### config.mk
export PLATFORM = sky130hd
export DESIGN_NAME = axis_window_pad
export DESIGN_NICKNAME = d
export VERILOG_FILES = /design/src/rtl/axis_window_pad.sv
export SDC_FILE = /design/constraint.sdc
export NUM_CORES = 1
export LEC_CHECK = 0
export CORE_AREA = 4 4 227 229
export DETAILED_ROUTE_END_ITERATION = 7
export DIE_AREA = 0 0 231 233
export PLACE_DENSITY = 0.39
export REMOVE_ABC_BUFFERS = 1
export SETUP_SLACK_MARGIN = 0.15
export SKIP_LAST_GASP = 1
export SLEW_MARGIN = 10
export SYNTH_ARGS = -nofsm -noshare
export SYNTH_HDL_FRONTEND = slang
export SYNTH_SLANG_ARGS = --single-unit
### constraint.sdc
create_clock -name clk -period 9.06 [get_ports clk]
set_input_delay 1.812 -clock clk [delete_from_list [all_inputs] [get_ports clk]]
set_output_delay 1.812 -clock clk [all_outputs]
set_load 0.01 [all_outputs]
### src/rtl/axis_window_pad.sv
// rtl/axis_window_pad.sv - crop/pad window extractor for a raster pixel stream
//
// Purpose: cuts a win_width x win_height window at (win_left, win_top) out of
// an ori_width x ori_height source raster. Window pixels that fall outside the
// source image are filled with pad_value. Geometry is captured on the frame
// start beat and held for the whole frame.
//
// Ports:
//   clk, resetn                    clock, synchronous active-low reset
//   ori_width/ori_height           source image size
//   win_left/win_top               window origin in source coordinates
//   win_width/win_height           window (output) size
//   pad_value                      fill value for out-of-image pixels
//   s_axis_*                       source pixel stream (tuser = start of frame)
//   m_axis_*                       window pixel stream (tuser = first pixel,
//                                  tlast = last pixel of each window row)
//   frame_done                     one-cycle pulse when a frame completes
module axis_window_pad #(
   parameter int C_PIXEL_WIDTH = 8,
   parameter int C_IMG_WBITS   = 12,
   parameter int C_IMG_HBITS   = 12
) (
   input  logic                     clk,
   input  logic                     resetn,
   input  logic [C_IMG_WBITS-1:0]   ori_width,
   input  logic [C_IMG_HBITS-1:0]   ori_height,
   input  logic [C_IMG_WBITS-1:0]   win_left,
   input  logic [C_IMG_HBITS-1:0]   win_top,
   input  logic [C_IMG_WBITS-1:0]   win_width,
   input  logic [C_IMG_HBITS-1:0]   win_height,
   input  logic [C_PIXEL_WIDTH-1:0] pad_value,
   input  logic [C_PIXEL_WIDTH-1:0] s_axis_tdata,
   input  logic                     s_axis_tvalid,
   output logic                     s_axis_tready,
   input  logic                     s_axis_tuser,
   input  logic                     s_axis_tlast,
   output logic [C_PIXEL_WIDTH-1:0] m_axis_tdata,
   output logic                     m_axis_tvalid,
   input  logic                     m_axis_tready,
   output logic                     m_axis_tuser,
   output logic                     m_axis_tlast,
   output logic                     frame_done
);
   typedef enum logic [1:0] {S_IDLE, S_PASS, S_PADC, S_PADR} state_t;

   localparam logic [C_IMG_WBITS-1:0] W_ONE = C_IMG_WBITS'(1);
   localparam logic [C_IMG_HBITS-1:0] H_ONE = C_IMG_HBITS'(1);
   localparam logic [C_IMG_WBITS:0]   P_ONE = (C_IMG_WBITS+1)'(1);

   state_t                   state;
   logic                     run;
   logic                     src_done;
   logic [C_IMG_WBITS-1:0]   l_ori_w, l_left, l_ww;
   logic [C_IMG_HBITS-1:0]   l_ori_h, l_top, l_wh;
   logic [C_PIXEL_WIDTH-1:0] l_pad;
   logic [C_IMG_WBITS-1:0]   src_col, out_col;
   logic [C_IMG_HBITS-1:0]   src_row, out_row;
   logic [C_IMG_WBITS:0]     pad_cnt;

   logic [C_IMG_WBITS-1:0]   p_ori_w, p_left, p_ww, edge_col;
   logic [C_IMG_HBITS-1:0]   p_ori_h, p_top, p_wh;
   logic [C_IMG_WBITS:0]     win_right, padc_len;
   logic [C_IMG_HBITS:0]     win_bottom;
   logic                     out_free, take, row_in_win, col_in_win;
   logic                     end_col, end_row, need_padc, rows_left;
   logic                     out_last, out_first, load;
   logic [C_PIXEL_WIDTH-1:0] load_data;
   logic                     unused_tlast;

   // Source position comes from the internal counters only.
   assign unused_tlast = s_axis_tlast;

   // The frame-start beat is processed as source (0,0) on the same edge that
   // latches the geometry, so in IDLE the live inputs are used directly.
   assign p_ori_w = (state == S_IDLE) ? ori_width  : l_ori_w;
   assign p_ori_h = (state == S_IDLE) ? ori_height : l_ori_h;
   assign p_left  = (state == S_IDLE) ? win_left   : l_left;
   assign p_top   = (state == S_IDLE) ? win_top    : l_top;
   assign p_ww    = (state == S_IDLE) ? win_width  : l_ww;
   assign p_wh    = (state == S_IDLE) ? win_height : l_wh;

   assign out_free = !m_axis_tvalid || m_axis_tready;

   always_comb begin
      s_axis_tready = 1'b0;
      case (state)
         S_IDLE:  s_axis_tready = run;
         S_PASS:  s_axis_tready = !src_done && out_free;
         default: s_axis_tready = 1'b0;
      endcase
   end

   // Non-tuser beats in IDLE are accepted but dropped.
   assign take = s_axis_tvalid && s_axis_tready && (state != S_IDLE || s_axis_tuser);

   assign win_right  = {1'b0, p_left} + {1'b0, p_ww};
   assign win_bottom = {1'b0, p_top} + {1'b0, p_wh};
   assign row_in_win = (src_row >= p_top) && ({1'b0, src_row} < win_bottom);
   assign col_in_win = (src_col >= p_left) && ({1'b0, src_col} < win_right);
   assign end_col    = (src_col == p_ori_w - W_ONE);
   assign end_row    = (src_row == p_ori_h - H_ONE);

   // Right-edge pad starts where the image ends, or at the window origin when
   // the whole window lies right of the image.
   assign edge_col  = (p_ori_w > p_left) ? p_ori_w : p_left;
   assign need_padc = row_in_win && (p_ww != '0) && (win_right > {1'b0, p_ori_w});
   assign padc_len  = win_right - {1'b0, edge_col};

   // Window rows still owed once the source is exhausted lie below the image.
   assign rows_left = (p_ww != '0) && (out_row < p_wh);

   assign out_last  = ({1'b0, out_col} + {1'b0, W_ONE}) == {1'b0, p_ww};
   assign out_first = (out_row == '0) && (out_col == '0);

   assign load = (take && row_in_win && col_in_win)
              || (state == S_PADC && out_free)
              || (state == S_PADR && out_free && rows_left);
   assign load_data = (state == S_PADC || state == S_PADR) ? l_pad : s_axis_tdata;

   always_ff @(posedge clk) begin
      if (!resetn) begin
         state         <= S_IDLE;
         run           <= 1'b0;
         src_done      <= 1'b0;
         l_ori_w       <= '0;
         l_ori_h       <= '0;
         l_left        <= '0;
         l_top         <= '0;
         l_ww          <= '0;
         l_wh          <= '0;
         l_pad         <= '0;
         src_col       <= '0;
         src_row       <= '0;
         out_col       <= '0;
         out_row       <= '0;
         pad_cnt       <= '0;
         m_axis_tvalid <= 1'b0;
         m_axis_tdata  <= '0;
         m_axis_tuser  <= 1'b0;
         m_axis_tlast  <= 1'b0;
         frame_done    <= 1'b0;
      end else begin
         run        <= 1'b1;
         frame_done <= 1'b0;
         if (m_axis_tvalid && m_axis_tready)
            m_axis_tvalid <= 1'b0;

         case (state)
            S_IDLE: begin
               if (take) begin
                  l_ori_w <= ori_width;
                  l_ori_h <= ori_height;
                  l_left  <= win_left;
                  l_top   <= win_top;
                  l_ww    <= win_width;
                  l_wh    <= win_height;
                  l_pad   <= pad_value;
                  state   <= S_PASS;
               end
            end
            S_PASS: begin
               // Source exhausted: wait for the output slot, then pad or finish.
               if (src_done && out_free) begin
                  if (rows_left) begin
                     state <= S_PADR;
                  end else begin
                     state      <= S_IDLE;
                     frame_done <= 1'b1;
                     src_done   <= 1'b0;
                     src_col    <= '0;
                     src_row    <= '0;
                     out_col    <= '0;
                     out_row    <= '0;
                  end
               end
            end
            S_PADC: begin
               if (out_free) begin
                  pad_cnt <= pad_cnt - P_ONE;
                  if (pad_cnt == P_ONE)
                     state <= S_PASS;
               end
            end
            S_PADR: begin
               if (out_free && !rows_left) begin
                  state      <= S_IDLE;
                  frame_done <= 1'b1;
                  src_done   <= 1'b0;
                  src_col    <= '0;
                  src_row    <= '0;
                  out_col    <= '0;
                  out_row    <= '0;
               end
            end
            default: state <= S_IDLE;
         endcase

         if (load) begin
            m_axis_tvalid <= 1'b1;
            m_axis_tdata  <= load_data;
            m_axis_tuser  <= out_first;
            m_axis_tlast  <= out_last;
            if (out_last) begin
               out_col <= '0;
               out_row <= out_row + H_ONE;
            end else begin
               out_col <= out_col + W_ONE;
            end
         end

         if (take) begin
            if (end_col) begin
               src_col <= '0;
               if (end_row)
                  src_done <= 1'b1;
               else
                  src_row <= src_row + H_ONE;
               if (need_padc) begin
                  state   <= S_PADC;
                  pad_cnt <= padc_len;
               end
            end else begin
               src_col <= src_col + W_ONE;
            end
         end
      end
   end
endmodule

==> metrics.cfg, run 1 <==
[yosys]
synthArstFlopShare_pct=0
synth_cells=1586
syn_area_per_cell_sq_um=7.76
synth.cell_area_sq_um=12300
ys.warnings.count=0
yosysTopAreaCell=dfxtp_1
synth_cell_types=76
synth_flop_cell=dfxtp_1
yosys_register_bits=157
ys_seq_area_share_pct=25.5
synth_area_leaders=dfxtp_1, ha_1, nand2_1, mux2i_1, a21oi_1
synth_edf_count=0
synth_top_area_share_pct=25.5

[critical_path]
crit_type=in -> reg
path_buf_inv=2
crit_path_frequent_cell=a21oi_1
cp_num_cells=21
end_kind=flop
worstSetupStartpoint=win_left[1]
r2r-start=state[0]
rr_worst_depth=21
critical_path.max_fanout=11
crit_path_top_delay_cell=a2bb2oi_1
path_cells=clkdlybuf4s50_1 > mux2i_1 > inv_1 > ha_1 > a21o_1 > a21oi_1 > o21bai_1 > a21oi_1 > o21bai_1 > a2111oi_0 > o21bai_1 > a21oi_1 > xor2_1 > ha_1 > a2111oi_0 > nand2_1 > a21oi_1 > o31ai_1 > nor2_1 > a2bb2oi_1 > o21ai_0
cp-start-kind=input port
r2r-end=out_row[2]
critical_path_required_ns=9.39
crit_family=compound AO/OA/AOI/OAI gates
slowest_delay_ns=0.87
rrSetupSlack_ns=2.48
crit_end=out_row[2]
crit_arrival_ns=7.40

[global_route]
grt.overflow.total=0
grt_max_degree=82
antenna_found_initial=1
grt_pass1_vias=11178
grt_pass1_wl_microns=64300
grt.total_usage_pct=15.4

[placed_design]
place_congestion=0.833
placed_cell_area_sq_um=14100
dp_hpwl_microns=30800
io_buffers=105

[power_and_ir_drop]
swShare_pct=36.4
p_int_w=0.00143
irDropWorstVdd_mv=0.161
p_leak_nw=6.03
power_per_cell_area_nw_per_um2=153
p_sw_w=0.000815
clockPowerShare_pct=33.4
pwr-share-comb_pct=34.5
share_seq_of_total_power_pct=32.1

[clocking]
cts_tree=done
clkSinkCount=157
cts-root-buf=clkbuf_16
cts_buffers=17
post_cts_buffers=0
cts_buffer_depth=2
clock_latency_ns=0.49
cts_resized=0
cts_max_level=4
clk_pin_slew_worst_paths_ns=0.07
holdBufCountCts=0

[floorplan]
start_util_pct=24.8
die_w_microns=231
core_area_sq_um=49700
die_h_microns=233
placementRows=82
io-pin-count=107
dieArea_sq_um=53800

[outcome]
status=finished, final reports clean

[sta]
rsz0062_at_grt=no
slew_viol_final=0
slew_headroom_pct=28.6
fin_crit_sh_pct=78.0
setup-violations-final=0
skew_ns=0.0165
period_minus_slack_ns=7.07
tns_ns=0
fmax_ghz=0.142
worst_pin_slew_ns=1.07
hold_viol_final=0

[finish]
finalInstanceArea_sq_um=14600
drive_above_1_share_pct=5.28
regMostFlops=pad_cnt
largest_reg_flops=13
final_nets=1874
diodes=0
finish.utilization_pct=29.5
syn2layout_area_growth_pct=19.0

[drt]
wl_microns=41300
drtIter0Drc=682
wl_per_cell_microns=17.6
dr.pass1.iters=5
ant_nets=0
drc=0
via_count=11373
viasPerCell=4.86

[flow_run]
max_cap_violations=0

[min_path]
min_path_type=reg -> reg

## worst min path at each step
| stage | startpoint | end | slack [ns] | depth (start not counted) |
|---|---|---|---|---|
| after floorplan | l_ori_h[0] | l_ori_h[0] | 0.43 | 2 |
| after global placement | l_ori_h[11] | l_ori_h[11] | 0.44 | 2 |
| after detailed placement | l_top[11] | l_top[11] | 0.45 | 2 |
| after CTS | l_left[1] | l_left[1] | 0.46 | 2 |
| after global routing | l_left[1] | l_left[1] | 0.47 | 2 |
| final | l_left[6] | l_left[6] | 0.45 | 2 |
## cells in the final DEF (no fill, tap or decap), types with 15 or more instances in the layout
cell type / n
nand2_1: 277
clkdlybuf4s50_1: 105
o21ai_1: 15
nand3_1: 37
buf_4: 16
xnor2_1: 74
nor4_1: 20
a211oi_1: 26
ha_1: 123
xor2_1: 28
nor2_1: 70
inv_1: 92
nand4_1: 24
o211ai_1: 20
dfxtp_1: 156
a21o_1: 32
mux2i_1: 71
clkbuf_16: 17
a21oi_1: 135
nor2b_1: 15
o21ai_0: 34
nor3_1: 34
nand2b_1: 29
## Yosys cell counts, types with 11 or more instances
library cell	count
nand2_1	278
dfxtp_1	157
a21oi_1	135
ha_1	123
inv_1	93
xnor2_1	74
nor2_1	72
mux2i_1	71
clkbuf_1	56
nand3_1	37
nor3_1	34
o21ai_0	34
a21o_1	32
nand2b_1	29
xor2_1	28
a211oi_1	27
nand4_1	24
nor4_1	20
o211ai_1	20
o21ai_1	16
nor2b_1	15
and2_1	14
and3_1	14
a31oi_1	13
mux2_2	13
o31ai_1	11
## power groups by stage
| stage | clock (W) | combinational, W | sequential [W] |
|---|---|---|---|
| finish | 0.000748 | 0.000774 | 0.000720 |
| global route | 0.000803 | 0.000867 | 0.000722 |
| CTS | 0.000783 | 0.000777 | 0.000720 |
| detailed placement | 0 | 0.000772 | 0.000736 |
| global placement | 0 | 0.000769 | 0.000735 |
| floorplan | 0 | 0.000532 | 0.000734 |
## layer usage
layer	vias to the layer above	GRT usage (%)	wire length, microns
met5	-	0	0
met4	0	4.49	691
met3	42	3.20	1500
li1	5772	-	-
met2	187	26.0	19300
met1	5372	20.0	19800
## cells by family (layout without fill, tap and decap cells)
kind of cell             count (synthesis)  count (layout)  synth area share (%)
AO/OA/AOI/OAI                          367             367                  19.5
flip-flops                             157             157                  25.5
buffers and inverters                  166             248                  5.24
adder cells (fa/ha/maj)                126             126                  12.9
multiplexers                            84              84                  6.96
AND/OR/NAND/NOR                        582             582                  22.2
XOR/XNOR                               104             104                  7.63
## stage by stage
stage	worst slack, ns	hold WS [ns]	std cells	total power (W)
floorplan	-1.01	0.434	1515	0.00127
global placement	1.37	0.441	2308	0.00150
detailed placement	1.41	0.446	2308	0.00151
CTS	1.92	0.455	2340	0.00228
global route	1.43	0.471	2340	0.00239
finish	1.99	0.452	2340	0.00224
## worst reg2reg max path: stages (launching register included)
cell and delay, ns:
dfxtp_1 0.34, nor2_4 0.77, mux2i_1 0.59, inv_1 0.19, ha_1 0.32, a21o_1 0.17
a21oi_1 0.23, o21bai_1 0.10, a21oi_1 0.23, o21bai_1 0.11, a2111oi_0 0.51, o21bai_1 0.19
a21oi_1 0.28, xor2_1 0.14, ha_1 0.21, a2111oi_0 0.32, nand2_1 0.10, a21oi_1 0.14
o31ai_1 0.19, nor2_1 0.25, a2bb2oi_1 0.87, o21ai_0 0.15
## cell type report
cell class	count	area (sq um)
clock buffer	19	443
timing repair buffer	121	1170
inverter	95	359
fill	5398	35000
multi-input combinational	1263	8550
sequential	157	3140
tap	672	841
clock inverter	13	134
Note: power is estimated with default switching activity, not from simulation.
==> inputs of run 2 (changes only) <==
==> constraint.sdc (replaced) <==
create_clock -name clk -period 7.41 [get_ports clk]
set_input_delay 1.482 -clock clk [delete_from_list [all_inputs] [get_ports clk]]
set_output_delay 1.482 -clock clk [all_outputs]
set_load 0.01 [all_outputs]
==> metrics.cfg, run 2 (synthesized netlist as in run 1, its figures left out) <==
[critical_path]
r2r-end=out_col[10]
rrSetupSlack_ns=1.37  ; -1.11 ns
crit_type=in -> reg
crit_arrival_ns=6.80  ; -0.60 ns
r2r-start=state[1]
crit_path_frequent_cell=a21oi_1
crit_path_top_delay_cell=or2_0
slowest_delay_ns=0.59  ; -0.28 ns
cp-start-kind=input port
end_kind=flop
critical_path.max_fanout=9  ; -2
critical_path_required_ns=7.74  ; -1.65 ns
path_cells=clkdlybuf4s50_1 > mux2i_1 > inv_1 > ha_1 > a21o_1 > a21oi_1 > o21bai_1 > a21oi_1 > o21bai_1 > a2111oi_0 > o21bai_1 > a21oi_1 > xor2_1 > ha_1 > a2111oi_0 > nand2_1 > a21oi_1 > o31ai_1 > buf_4 > nor2_1 > or2_0 > o221ai_1
rr_worst_depth=22  ; +4.8%

[sta]
slew_headroom_pct=27.9  ; -0.65 points
hold_viol_final=0  ; unchanged
rsz0062_at_grt=no
tns_ns=0  ; unchanged
fmax_ghz=0.154
slew_viol_final=0  ; unchanged
period_minus_slack_ns=6.47
fin_crit_sh_pct=87.4
skew_ns=0.0130  ; -0.00348 ns
setup-violations-final=0  ; unchanged
worst_pin_slew_ns=1.08  ; +0.00973 ns

[global_route]
grt.total_usage_pct=15.6  ; +0.22 points
grt_max_degree=82  ; unchanged
grt_pass1_wl_microns=65200  ; +1.4%
grt_pass1_vias=11253  ; +0.67%
antenna_found_initial=1  ; unchanged
grt.overflow.total=0  ; unchanged

[drt]
via_count=11261  ; -0.98%
wl_per_cell_microns=17.6  ; about the same
dr.pass1.iters=5  ; unchanged
drc=0  ; unchanged
wl_microns=41500  ; +0.59%
ant_nets=0  ; unchanged
viasPerCell=4.79  ; -1.5%
drtIter0Drc=512  ; -25%

[min_path]
holdPathStages=2  ; unchanged
min_from=l_left[6]
whs_endpoint=l_left[6]
min_path_type=reg -> reg

[power_and_ir_drop]
irDropWorstVdd_mv=0.187  ; +16%
p_leak_nw=6.13  ; +1.7%
power_per_cell_area_nw_per_um2=192  ; +25%

[placed_design]
placed_cell_area_sq_um=14200  ; +0.69%
dp_hpwl_microns=31400  ; +2.2%
io_buffers=105  ; unchanged
place_congestion=0.823  ; -1.2%

[floorplan]
start_util_pct=24.8  ; unchanged
placementRows=82  ; unchanged
io-pin-count=107  ; unchanged
die_h_microns=233  ; unchanged
core_area_sq_um=49700  ; unchanged
die_w_microns=231  ; unchanged
dieArea_sq_um=53800  ; unchanged

[finish]
layout_common_cells=nand2_1, dfxtp_1, a21oi_1, ha_1, clkdlybuf4s50_1
drive_above_1_share_pct=6.07  ; +0.79 points
finish.utilization_pct=29.8  ; +0.35 points
diodes=0  ; unchanged
largest_reg_flops=13  ; unchanged
final_nets=1887  ; +0.69%
layout_commonest_cell=nand2_1
syn2layout_area_growth_pct=20.4
regMostFlops=pad_cnt
finalInstanceArea_sq_um=14800  ; +1.2%
fillers=5357  ; -0.76%

[clocking]
clk_pin_slew_worst_paths_ns=0.07  ; about the same
cts_tree=done
cts_buffers=17  ; unchanged
cts_resized=0  ; unchanged
holdBufCountCts=0  ; unchanged
cts_max_level=4  ; unchanged
cts_buffer_depth=2  ; unchanged
cts-root-buf=clkbuf_16
clock_latency_ns=0.49  ; about the same
post_cts_buffers=0  ; unchanged
clkSinkCount=157  ; unchanged

[flow_run]
max_cap_violations=0  ; unchanged

[outcome]
status=finished, final reports clean

[run 2: changes by cell type in the layout (fill, tap and decap cells not counted), moves of 2 or more]
| cell | before | now |
|---|---|---|
| clkinvlp_4 | 2 | 0 |
| bufinv_16 | 1 | 4 |
| inv_6 | 3 | 5 |
| buf_4 | 16 | 29 |
| clkinv_4 | 4 | 2 |
[run 2: layout make-up]
class                      count  area, sq um  share of cell area (%)
multi-input combinational   1263         8550                    57.7
sequential                   157         3140                    21.2
timing repair buffer         134         1270                    8.56
tap                          672          841                    5.67
clock buffer                  17          425                    2.87
inverter                      95          359                    2.42
clock inverter                15          225                    1.52
[run 2: how the worst max path moves through the flow]
stage	startpoint	cells after the start	to
detailed placement	win_left[1]	22	out_col[10]
CTS	win_left[1]	22	out_col[10]
floorplan	state[1]	21	out_col[10]
finish	win_left[1]	22	out_col[10]
global route	win_left[1]	22	out_col[10]
global placement	win_left[1]	22	out_col[10]
[run 2: per-layer routing]
layer / routed length, microns / up-vias / track usage (%)
li1: - / 5811 / -
met1: 20100 / 5265 / 20.5
met2: 19400 / 142 / 26.0
met3: 1300 / 41 / 3.31
met4: 716 / 2 / 4.40
met5: 13 / - / 0
[run 2: power breakdown]
group          switching, W  leakage [nW]  total [W]  internal (W)
sequential        0.0000148          1.27   0.000880      0.000865
combinational      0.000553          4.54   0.000958      0.000405
clock              0.000429         0.320    0.00100      0.000576
[run 2: worst max-delay path, delay by kind of cell]
kind	cells	cell delay (ns)
muxes	1	0.41
xor gates and xnor gates	1	0.14
buffers and inverters	3	0.83
and+or+nand+nor	3	0.85
adders and majority gates	2	0.52
AOI/OAI and AO/OA	12	2.57
[run 2: through the flow]
step           total power (W)  setup slack (ns)  hold WS [ns]  instances
2_1_floorplan          0.00155             -2.66         0.434       1515
3_3_place_gp           0.00185             0.484         0.442       2321
3_5_place_dp           0.00186             0.453         0.446       2321
4_1_cts                0.00290             0.941         0.456       2353
5_1_grt                0.00304             0.423         0.476       2353
6_report               0.00284             0.937         0.452       2353
